<file path="src/rtl/pacman_motion_ctrl_if.sv">
// Signal bundle between the player motion controller and its environment
// (key input, move tick, collision detector and sprite/position consumers).
interface pacman_motion_ctrl_if;
    logic       tick;
    logic [3:0] key_dir;
    logic       collide;
    logic [3:0] probe_dir;
    logic [8:0] p_x;
    logic [8:0] p_y;
    logic [3:0] cur_dir;
    logic       moving;
    logic       busy;
    logic       tick_drop;

    modport master (
        output tick, key_dir, collide,
        input  probe_dir, p_x, p_y, cur_dir, moving, busy, tick_drop
    );

    modport slave (
        input  tick, key_dir, collide,
        output probe_dir, p_x, p_y, cur_dir, moving, busy, tick_drop
    );
endinterface

</file>
<file path="src/rtl/pacman_motion_ctrl.sv">
// Player movement controller: buffers the requested turn, probes the collision
// detector for the turn and then the current heading, and commits one step per tick.
//
// state     | meaning
// IDLE      | waiting for tick, probing cur_dir
// PROBE_REQ | probing the buffered turn, waiting for detector to settle
// CHECK_REQ | sampling collide for the turn; commit turn if free
// PROBE_CUR | probing current heading, waiting for detector to settle
// CHECK_CUR | sampling collide for the heading
// MOVE      | commit one step in cur_dir
module pacman_motion_ctrl #(
    parameter logic [8:0] START_X = 9'd160,
    parameter logic [8:0] START_Y = 9'd200,
    parameter logic [3:0] STEP    = 4'd1,
    parameter logic [1:0] SETTLE  = 2'd2,
    parameter logic [8:0] X_MIN   = 9'd12,
    parameter logic [8:0] X_MAX   = 9'd307
) (
    input  logic                 clk,
    input  logic                 rst,
    pacman_motion_ctrl_if.slave  bus
);
    typedef enum logic [2:0] {
        S_IDLE, S_PROBE_REQ, S_CHECK_REQ, S_PROBE_CUR, S_CHECK_CUR, S_MOVE
    } state_t;

    localparam logic [3:0] DIR_L = 4'b1000;
    localparam logic [3:0] DIR_U = 4'b0100;
    localparam logic [3:0] DIR_R = 4'b0010;
    localparam logic [3:0] DIR_D = 4'b0001;

    state_t     r_state;
    state_t     w_next;
    logic [1:0] r_cnt;
    logic [3:0] r_req;
    logic [3:0] r_snap;
    logic [3:0] r_cur;
    logic [8:0] r_x;
    logic [8:0] r_y;
    logic       r_moving;
    logic       r_tick_drop;
    logic       w_key_ok;
    logic       w_turn;
    logic       w_probing;
    logic [8:0] w_step;

    assign w_key_ok  = (bus.key_dir != 4'd0) && ((bus.key_dir & (bus.key_dir - 4'd1)) == 4'd0);
    assign w_turn    = (r_req != 4'd0) && (r_req != r_cur);
    assign w_probing = (r_state == S_PROBE_REQ) || (r_state == S_PROBE_CUR);
    assign w_step    = {5'd0, STEP};

    always_ff @(posedge clk) begin
        if (rst) r_state <= S_IDLE;
        else     r_state <= w_next;
    end

    always_comb begin
        w_next = r_state;
        case (r_state)
            S_IDLE:      if (bus.tick) w_next = w_turn ? S_PROBE_REQ : S_PROBE_CUR;
            S_PROBE_REQ: if (r_cnt == 2'd0) w_next = S_CHECK_REQ;
            S_CHECK_REQ: w_next = bus.collide ? S_PROBE_CUR : S_MOVE;
            S_PROBE_CUR: if (r_cnt == 2'd0) w_next = S_CHECK_CUR;
            S_CHECK_CUR: w_next = bus.collide ? S_IDLE : S_MOVE;
            S_MOVE:      w_next = S_IDLE;
            default:     w_next = S_IDLE;
        endcase
    end

    always_comb begin
        bus.probe_dir = r_cur;
        bus.busy      = (r_state != S_IDLE);
        if ((r_state == S_PROBE_REQ) || (r_state == S_CHECK_REQ))
            bus.probe_dir = r_snap;
    end

    // Settle counter reloads whenever not probing, so every PROBE_* entry starts fresh.
    always_ff @(posedge clk) begin
        if (rst) begin
            r_cnt       <= SETTLE - 2'd1;
            r_req       <= 4'd0;
            r_snap      <= DIR_L;
            r_cur       <= DIR_L;
            r_x         <= START_X;
            r_y         <= START_Y;
            r_moving    <= 1'b0;
            r_tick_drop <= 1'b0;
        end else begin
            r_tick_drop <= bus.tick && (r_state != S_IDLE);
            r_cnt       <= w_probing ? (r_cnt - 2'd1) : (SETTLE - 2'd1);
            if (w_key_ok) r_req <= bus.key_dir;
            case (r_state)
                S_IDLE: begin
                    if (bus.tick && w_turn) r_snap <= r_req;
                end
                S_CHECK_REQ: begin
                    if (!bus.collide) begin
                        r_cur <= r_snap;
                        if (!w_key_ok) r_req <= 4'd0;
                    end
                end
                S_CHECK_CUR: begin
                    if (bus.collide) r_moving <= 1'b0;
                end
                S_MOVE: begin
                    r_moving <= 1'b1;
                    case (r_cur)
                        DIR_L: r_x <= (r_x < X_MIN + w_step) ? X_MAX : (r_x - w_step);
                        DIR_R: r_x <= (r_x + w_step > X_MAX) ? X_MIN : (r_x + w_step);
                        DIR_U: r_y <= r_y - w_step;
                        DIR_D: r_y <= r_y + w_step;
                        default: r_x <= r_x;
                    endcase
                end
                default: r_cnt <= r_cnt - 2'd1;
            endcase
        end
    end

    assign bus.p_x       = r_x;
    assign bus.p_y       = r_y;
    assign bus.cur_dir   = r_cur;
    assign bus.moving    = r_moving;
    assign bus.tick_drop = r_tick_drop;
endmodule
</file>
<file path="src/flat_wrapper.sv">
// flat-port wrapper written by rule: the top's interface ports become plain ports
module pacman_motion_ctrl_flat 
#(
    parameter logic [8:0] START_X = 9'd160,
    parameter logic [8:0] START_Y = 9'd200,
    parameter logic [3:0] STEP    = 4'd1,
    parameter logic [1:0] SETTLE  = 2'd2,
    parameter logic [8:0] X_MIN   = 9'd12,
    parameter logic [8:0] X_MAX   = 9'd307
)
  (clk, rst, bus_tick, bus_key_dir, bus_collide, bus_probe_dir, bus_p_x, bus_p_y, bus_cur_dir, bus_moving, bus_busy, bus_tick_drop);
  pacman_motion_ctrl_if bus_i ();
  input  logic clk;
  input  logic rst;
  input wire logic [$bits(bus_i.tick)-1:0] bus_tick;
  input wire logic [$bits(bus_i.key_dir)-1:0] bus_key_dir;
  input wire logic [$bits(bus_i.collide)-1:0] bus_collide;
  output wire logic [$bits(bus_i.probe_dir)-1:0] bus_probe_dir;
  output wire logic [$bits(bus_i.p_x)-1:0] bus_p_x;
  output wire logic [$bits(bus_i.p_y)-1:0] bus_p_y;
  output wire logic [$bits(bus_i.cur_dir)-1:0] bus_cur_dir;
  output wire logic [$bits(bus_i.moving)-1:0] bus_moving;
  output wire logic [$bits(bus_i.busy)-1:0] bus_busy;
  output wire logic [$bits(bus_i.tick_drop)-1:0] bus_tick_drop;
  assign bus_i.tick = bus_tick;
  assign bus_i.key_dir = bus_key_dir;
  assign bus_i.collide = bus_collide;
  assign bus_probe_dir = bus_i.probe_dir;
  assign bus_p_x = bus_i.p_x;
  assign bus_p_y = bus_i.p_y;
  assign bus_cur_dir = bus_i.cur_dir;
  assign bus_moving = bus_i.moving;
  assign bus_busy = bus_i.busy;
  assign bus_tick_drop = bus_i.tick_drop;
  pacman_motion_ctrl #(.START_X(START_X), .START_Y(START_Y), .STEP(STEP), .SETTLE(SETTLE), .X_MIN(X_MIN), .X_MAX(X_MAX)) u_core (.clk(clk), .rst(rst), .bus(bus_i));
endmodule
</file>
<file path="config.mk">
export PLATFORM = sky130hd
export DESIGN_NAME = pacman_motion_ctrl_flat
export DESIGN_NICKNAME = d
export VERILOG_FILES = /design/src/rtl/pacman_motion_ctrl_if.sv /design/src/rtl/pacman_motion_ctrl.sv /design/src/flat_wrapper.sv
export SDC_FILE = /design/constraint.sdc
export NUM_CORES = 1
export LEC_CHECK = 0
export CAP_MARGIN = 20
export CORE_ASPECT_RATIO = 2
export CORE_UTILIZATION = 45
export DETAILED_ROUTE_END_ITERATION = 8
export HOLD_SLACK_MARGIN = 0.06
export PLACE_DENSITY = 0.71
export RECOVER_POWER = 50
export SLEW_MARGIN = 20
export SYNTH_ARGS = -nofsm -noshare
export SYNTH_HDL_FRONTEND = slang
export SYNTH_SLANG_ARGS = --single-unit
</file>
<file path="constraint.sdc">
create_clock -name clk -period 2.5 [get_ports clk]
set_input_delay 0.5 -clock clk [delete_from_list [all_inputs] [get_ports clk]]
set_output_delay 0.5 -clock clk [all_outputs]
set_load 0.02 [all_outputs]
</file>
=== After elaboration in Yosys (flattened, before gate mapping) ===
Index checks and enable logic that the tools add are counted.

* Add/sub/neg operators: 6
* $lt $le $gt $ge: 2
* Equal/unequal tests: 14
* Multiplexer cells: 20
* Bitwise logic cells: 2
* Reductions and logical operators: 22

{| class="wikitable"
|+ Operators by type and width
! kind !! number
|-
| $pmux 9 s2 || 2
|-
| $mux 4 || 5
|-
| $add 9x1->9 const B || 2
|-
| $mux 9 || 2
|-
| $sub 9x1->9 const B || 2
|-
| $mux 3 || 5
|-
| $pmux 3 s5 || 1
|-
| $reduce_and 2->1 || 5
|-
| $gt 9x9->1 const B || 1
|-
| $lt 9x4->1 const B || 1
|-
| $reduce_bool 4->1 || 2
|-
| $eq 3x2->1 const B || 2
|-
| $eq 3x3->1 const B || 2
|-
| $mux 2 || 3
|-
| $ne 2x2->1 const B || 3
|-
| $reduce_bool 2->1 || 3
|-
| $and 4x4->4 || 1
|-
| $eq 4x1->1 const B || 1
|-
| $eq 4x2->1 const B || 1
|-
| $eq 4x3->1 const B || 1
|-
| $eq 4x4->1 const B || 1
|-
| $logic_and 1x1->1 || 4
|-
| $logic_not 4->1 || 1
|-
| $ne 4x4->1 || 1
|-
| other kinds (13) || 14
|}

* Bits in registers: 37
* Bits of input ports: 8
* Output and inout bits: 29
* Word-level logic and storage cells: 75

=== Depth between registers and ports, before layout ===
* Depth in word-level cells: 8
* Mapped depth: 10
* Gate-level depth less buffers: 9

=== Least setup slack after synthesis ===
Ideal clock, no wire load.

* Path kind: reg2reg
* From: register u_core.r_cur[0] (netlist: u_core.bus.cur_dir[0])
* To: register u_core.r_y[7] (netlist: u_core.bus.p_y[7])
* Library setup time: 0.129 ns
* Arrival: 2.727 ns
* Data required time: 2.371 ns
* Setup slack: -0.356 ns
* Cell stages (with the launch flop): 11
* Buffers on the path: 1
* Period minus slack after synthesis: 2.856 ns
* Path through: dfxtp_1 buf_2 nor4b_1 inv_1 ha_1 a21o_1 a21oi_1 o21ai_0 o41ai_1 xor2_1 o21ai_1

* Word-level cells in the longest chain between the ends: 3
* Elaborated cells on any way between the ends: 5
* Those cells by class: eq/ne: 2; mux: 1; reduce/logical: 2

{| class="wikitable"
|+ Ends and longest elaborated chain
! item !! line !! RTL
|-
| from (decl) || pacman_motion_ctrl.sv:37 || <nowiki>logic [3:0] r_cur;</nowiki>
|-
| from (signal assigned) || pacman_motion_ctrl.sv:98 || <nowiki>r_cur <= r_snap;</nowiki>
|-
| $eq 4x3->1 / $eq 4x1->1 (equally long branches) || pacman_motion_ctrl.sv:107 || <nowiki>case (r_cur)</nowiki>
|-
| $reduce_bool 2->1 (no source line) || n/a ||
|-
| $reduce_and 2->1 (no source line) || n/a ||
|-
| to (signal assigned) || pacman_motion_ctrl.sv:110 || <nowiki>DIR_U: r_y <= r_y - w_step;</nowiki>
|-
| to (signal assigned) || pacman_motion_ctrl.sv:111 || <nowiki>DIR_D: r_y <= r_y + w_step;</nowiki>
|-
| to (decl) || pacman_motion_ctrl.sv:39 || <nowiki>logic [8:0] r_y;</nowiki>
|}

Parallel ways exist; a longest one is shown, timed or not.
A chain may end at the register's enable or synchronous reset.

=== Worst setup path after layout ===
* From: register u_core.r_state[0]
* To: output bus_probe_dir[1]

* Word-level cells in the longest chain between the ends: 3
* Elaborated cells on any way between the ends: 4
* Those cells by class: eq/ne: 2; mux: 1; reduce/logical: 1

{| class="wikitable"
|+ Ends and longest elaborated chain
! item !! line !! RTL
|-
| from (decl) || pacman_motion_ctrl.sv:32 || <nowiki>state_t r_state;</nowiki>
|-
| from (signal assigned) || pacman_motion_ctrl.sv:54 || <nowiki>else r_state <= w_next;</nowiki>
|-
| $eq 3x1->1 / $eq 3x2->1 (equally long branches) || pacman_motion_ctrl.sv:73 || <nowiki>if ((r_state == S_PROBE_REQ) || (r_state == S_CHECK_REQ))</nowiki>
|-
| $logic_or 1x1->1 (*) || pacman_motion_ctrl.sv:73 ||
|-
| $mux 4 (*) || pacman_motion_ctrl.sv:73 ||
|-
| to (decl) || flat_wrapper.sv:18 || <nowiki>output wire logic [$bits(bus_i.probe_dir)-1:0] bus_probe_dir;</nowiki>
|}

Every way passes the cells marked *; elsewhere a longest branch is shown, timed or not.

==> summary.md <==
| Metric | Value |
|---|---|
| Hold WC Path Type | `flip-flop to flip-flop` |
| Die Wd | `56.12 um` |
| Ranking of synthesized cells by area | `dfxtp_1 28%, nor2_1 5.3%, ha_1 5.2%, a21oi_1 4.4%, mux2i_1 4.2%` |
| Number of flops mapped to enable cells by yosys | `0` |
| Via count | `2,737` |
| Row count | `39` |
| Cells after Synth | `approximately 330` |
| CP arrival | `~1900 ps` |
| Synth top area share | `0.2810` |
| Max Cap Viol | `0` |
| P_sw | `469.2 uW` |
| Ant diodes | `0` |
| Fin. max-slew vios | `0` |
| Setup Buffers After CTS | `0` |
| Leak pwr | `0.001322 uW` |
| Clk slew on worst S/H paths | `approximately 50 ps` |
| Path depth of the worst reg2reg path | `6` |
| CP Data Required Time | `2000 ps` |
| Top cell family by delay on the critical path | `buffers and inverters` |
| Sw frac | `0.2831` |
| Core Footprint | `5660 um^2` |
| Status | `finished clean` |
| Iter 0 DRT Violations | `125` |
| Internal | `1188 uW` |
| Via-to-Cell Ratio | `6.069` |
| RSZ-0062 raised after global routing | `false` |
| Setup tns final | `0 ps` |
| Mean Syn Cell Area | `7.893 um^2` |
| Routed wire length | `7.466 mm` |
| Post-synth top cells | `37 x dfxtp_1, 37 x nor2_1, 25 x nand2_1` |
| DR WL/cell | `16.55 um` |
| Crit start category | `flip-flop` |
| Die area | `between 6000 and 7000 um^2` |
| Area of the multi-input gates | `1755 um^2` |
| Crit-path max FO | `8` |
| Share of layout cells above drive strength 1 | `0.1513` |
| Antenna Violating Nets Remaining | `0` |
| Detailed Place HPWL | `~5.7 mm` |
| Top FF cell, synth | `dfxtp_1` |
| Sequential area share after synthesis | `0.2810` |
| Final GP Congestion | `0.9406` |
| Worst r2r dst | `u_core.bus.p_x[7]$_SDFFE_PP1P_` |
| Clock insertion delay at the later pin of the skew report | `roughly 280 ps` |
| Clock Tree Root | `clkbuf_16` |
| First-pass GRT wire length | `between 10 and 15 mm` |
| Die height | `about 110 um` |
| Initial antenna violation count | `0` |
| Slowest-stage cell, CP | `dfxtp_1` |
| Synth unique cells | `66` |
| Clk buf depth | `2` |
| Crit path buf inv count | `3` |
| Synth warn | `0` |
| Worst Setup SP | `u_core.r_state[0]$_SDFFE_PP0P_` |
| Initial Utilization | `0.4657` |
| Port Buffers | `36` |
| Cell taking the most area after synthesis | `dfxtp_1` |
| Final setup viols | `0` |
| Hold WS | `382.3 ps` |
| Drt drc | `0` |
| Pre-antenna DRT Iters | `4` |
| Crit Reg-Reg Startpoint | `u_core.bus.cur_dir[1]$_SDFFE_PP0P_` |
| Yosys reg bits | `37` |
| Final min period | `2401 ps` |
| GRT Overall Usage | `0.2495` |
| Fillers | `531` |
| Fmax | `0.4165 GHz` |
| Vias in the first global route | `2,715` |
| CTS Hold Bufs | `0` |
| CP Depth | `6` |
| Max H-tree Level | `2` |
| Num CTS Buffers | `5` |
| Io pins | `37` |
| Critical path endpoint | `bus_probe_dir[1]` |
| Layout Skew | `2.888 ps` |
| Grt total ovfl | `0` |
| Final Hold Viols | `0` |
| Clk network pwr share | `0.380` |
| Max_slew headroom | `0.1471` |
| Worst stage delay on the critical path | `~370 ps` |
| Sequential Power Share | `0.392` |
| Nets | `410` |
| Logic gate share of total power | `0.229` |
| Worst Max-Slew Pin Slew | `1279 ps` |
| CTS tree | `built` |
| Crit-path cells | `inv_1, nand2_1, a21oi_1, buf_4, mux2_2, dlygate4sd2_1` |
| Async SR Flop Fraction | `0` |
| Clk sinks | `37` |
| Syn nets | `354` |
| Fin crit share | `0.9605` |
| Cell Area, Synth | `2636 um^2` |
| Cell Pwr Density | `about 490 nW/um^2` |
| Peak supply drop | `~0.52 mV` |
| WS Path Type | `flip-flop to output port` |
| Reg2reg setup slack | `160 ps` |
| Register area | `740.7 um^2` |
| P&R area growth vs syn | `28.57%` |
| Crit. End Element | `output port` |
| Largest net degree at the start of global routing | `29` |
==> metrics by stage <==
stage / total power, uW / util / setup WS [ps] / instance area [um^2] / instances
global placement: 1038 / 0.5754 / 212.7 / 3257 / 444
detailed placement: 1044 / 0.5754 / 162.6 / 3257 / 444
floorplan: 896.4 / - / 21.57 / 2655 / 334
CTS: 1677 / 0.5997 / 111.4 / 3395 / 451
global route: 1725 / 0.5988 / 24.52 / 3390 / 451
finish: 1657 / 0.5988 / 98.80 / 3390 / 451
==> placed cells by master, fill, tap and decap left out, drive strengths merged, types with 4 or more instances in the layout <==
cell type | synthesis | final
nand3 | 10 | 10
dlygate4sd3 | 0 | 18
xnor2 | 9 | 9
dfxtp | 37 | 37
buf | 9 | 33
o211ai | 4 | 4
nor2 | 37 | 37
nand2 | 25 | 25
o21ai | 13 | 13
nor3 | 17 | 17
mux2i | 11 | 11
or4 | 4 | 4
clkbuf | 14 | 10
a21oi | 23 | 23
nand3b | 5 | 5
o22ai | 4 | 4
nand2b | 8 | 8
dlygate4sd2 | 0 | 4
ha | 11 | 11
nor2b | 8 | 8
nor4 | 4 | 4
clkdlybuf4s50 | 0 | 14
mux2 | 4 | 4
xor2 | 5 | 5
a211o | 5 | 5
inv | 16 | 16
==> metal layers <==
metal / global-route usage / routed length [um] / vias up
li1: - / - / 1321
met1: 0.2135 / 2577 / 1312
met2: 0.5179 / 4403 / 84
met3: 0.03151 / 215 / 20
met4: 0.1603 / 270 / 0
met5: 0 / 0 / -
==> power groups by stage <==
stage          clock network, uW  logic [uW]  registers (uW)
6_report                     629         379             649
5_1_grt                      661         412             652
4_1_cts                      645         384             648
3_5_place_dp                   0         383             660
3_3_place_gp                   0         379             660
2_1_floorplan                  0         237             659
==> worst reg2reg max path: cells and delay by family (launching register included) <==
kind                   cells  cell delay, ps
AO/OA/AOI/OAI              1             190
AND/OR/NAND/NOR            4            1340
buffers and inverters      1             330
flip-flops                 1             380
==> worst min-delay path by stage <==
stage | from | end | slack [ps] | depth (start not counted)
2_1_floorplan | u_core.r_cnt[0]$_SDFF_PP1_ | u_core.r_cnt[0]$_SDFF_PP1_ | 360 | 1
3_3_place_gp | u_core.r_cnt[0]$_SDFF_PP1_ | u_core.r_cnt[0]$_SDFF_PP1_ | 370 | 1
3_5_place_dp | u_core.r_cnt[0]$_SDFF_PP1_ | u_core.r_cnt[0]$_SDFF_PP1_ | 370 | 1
4_1_cts | u_core.r_cnt[0]$_SDFF_PP1_ | u_core.r_cnt[0]$_SDFF_PP1_ | 390 | 1
5_1_grt | u_core.r_cnt[0]$_SDFF_PP1_ | u_core.r_cnt[0]$_SDFF_PP1_ | 420 | 1
6_report | u_core.r_cnt[0]$_SDFF_PP1_ | u_core.r_cnt[0]$_SDFF_PP1_ | 380 | 1
==> final cells by class <==
cell class                      instances  share of cell area
Multi-Input combinational cell        258              0.5179
Sequential cell                        37              0.2185
Timing Repair Buffer                   72              0.1812
Clock buffer                            7             0.04208
Tap cell                               61             0.02252
Inverter                               16             0.01772
==> sequential cells by signal (all words and copies together) (netlist names) <==
signal and cells:
u_core.bus.p_x 9, u_core.bus.p_y 9, u_core.bus.cur_dir 4, u_core.r_req 4, u_core.r_snap 4, u_core.r_state 3, u_core.r_cnt 2, u_core.bus.moving 1
u_core.bus.tick_drop 1
==> timing repair <==
action,in CTS,in global routing
endpoints found under the setup margin,4,1
gates cloned,0,0
hold endpoints to repair,0,0
gates resized for setup,4,1
pin swaps,0,0
==> logic make-up (layout without fill, tap and decap cells) <==
logic type / count (synthesis) / in the layout / synth area share
compound gates: 87 / 87 / 0.2364
buf+inv: 39 / 95 / 0.06123
simple gates: 130 / 130 / 0.2563
flops: 37 / 37 / 0.2810
fa+ha+maj: 12 / 12 / 0.05980
xor+xnor: 14 / 14 / 0.04651
mux: 15 / 15 / 0.05885
Note: power is estimated with default switching activity, not from simulation.
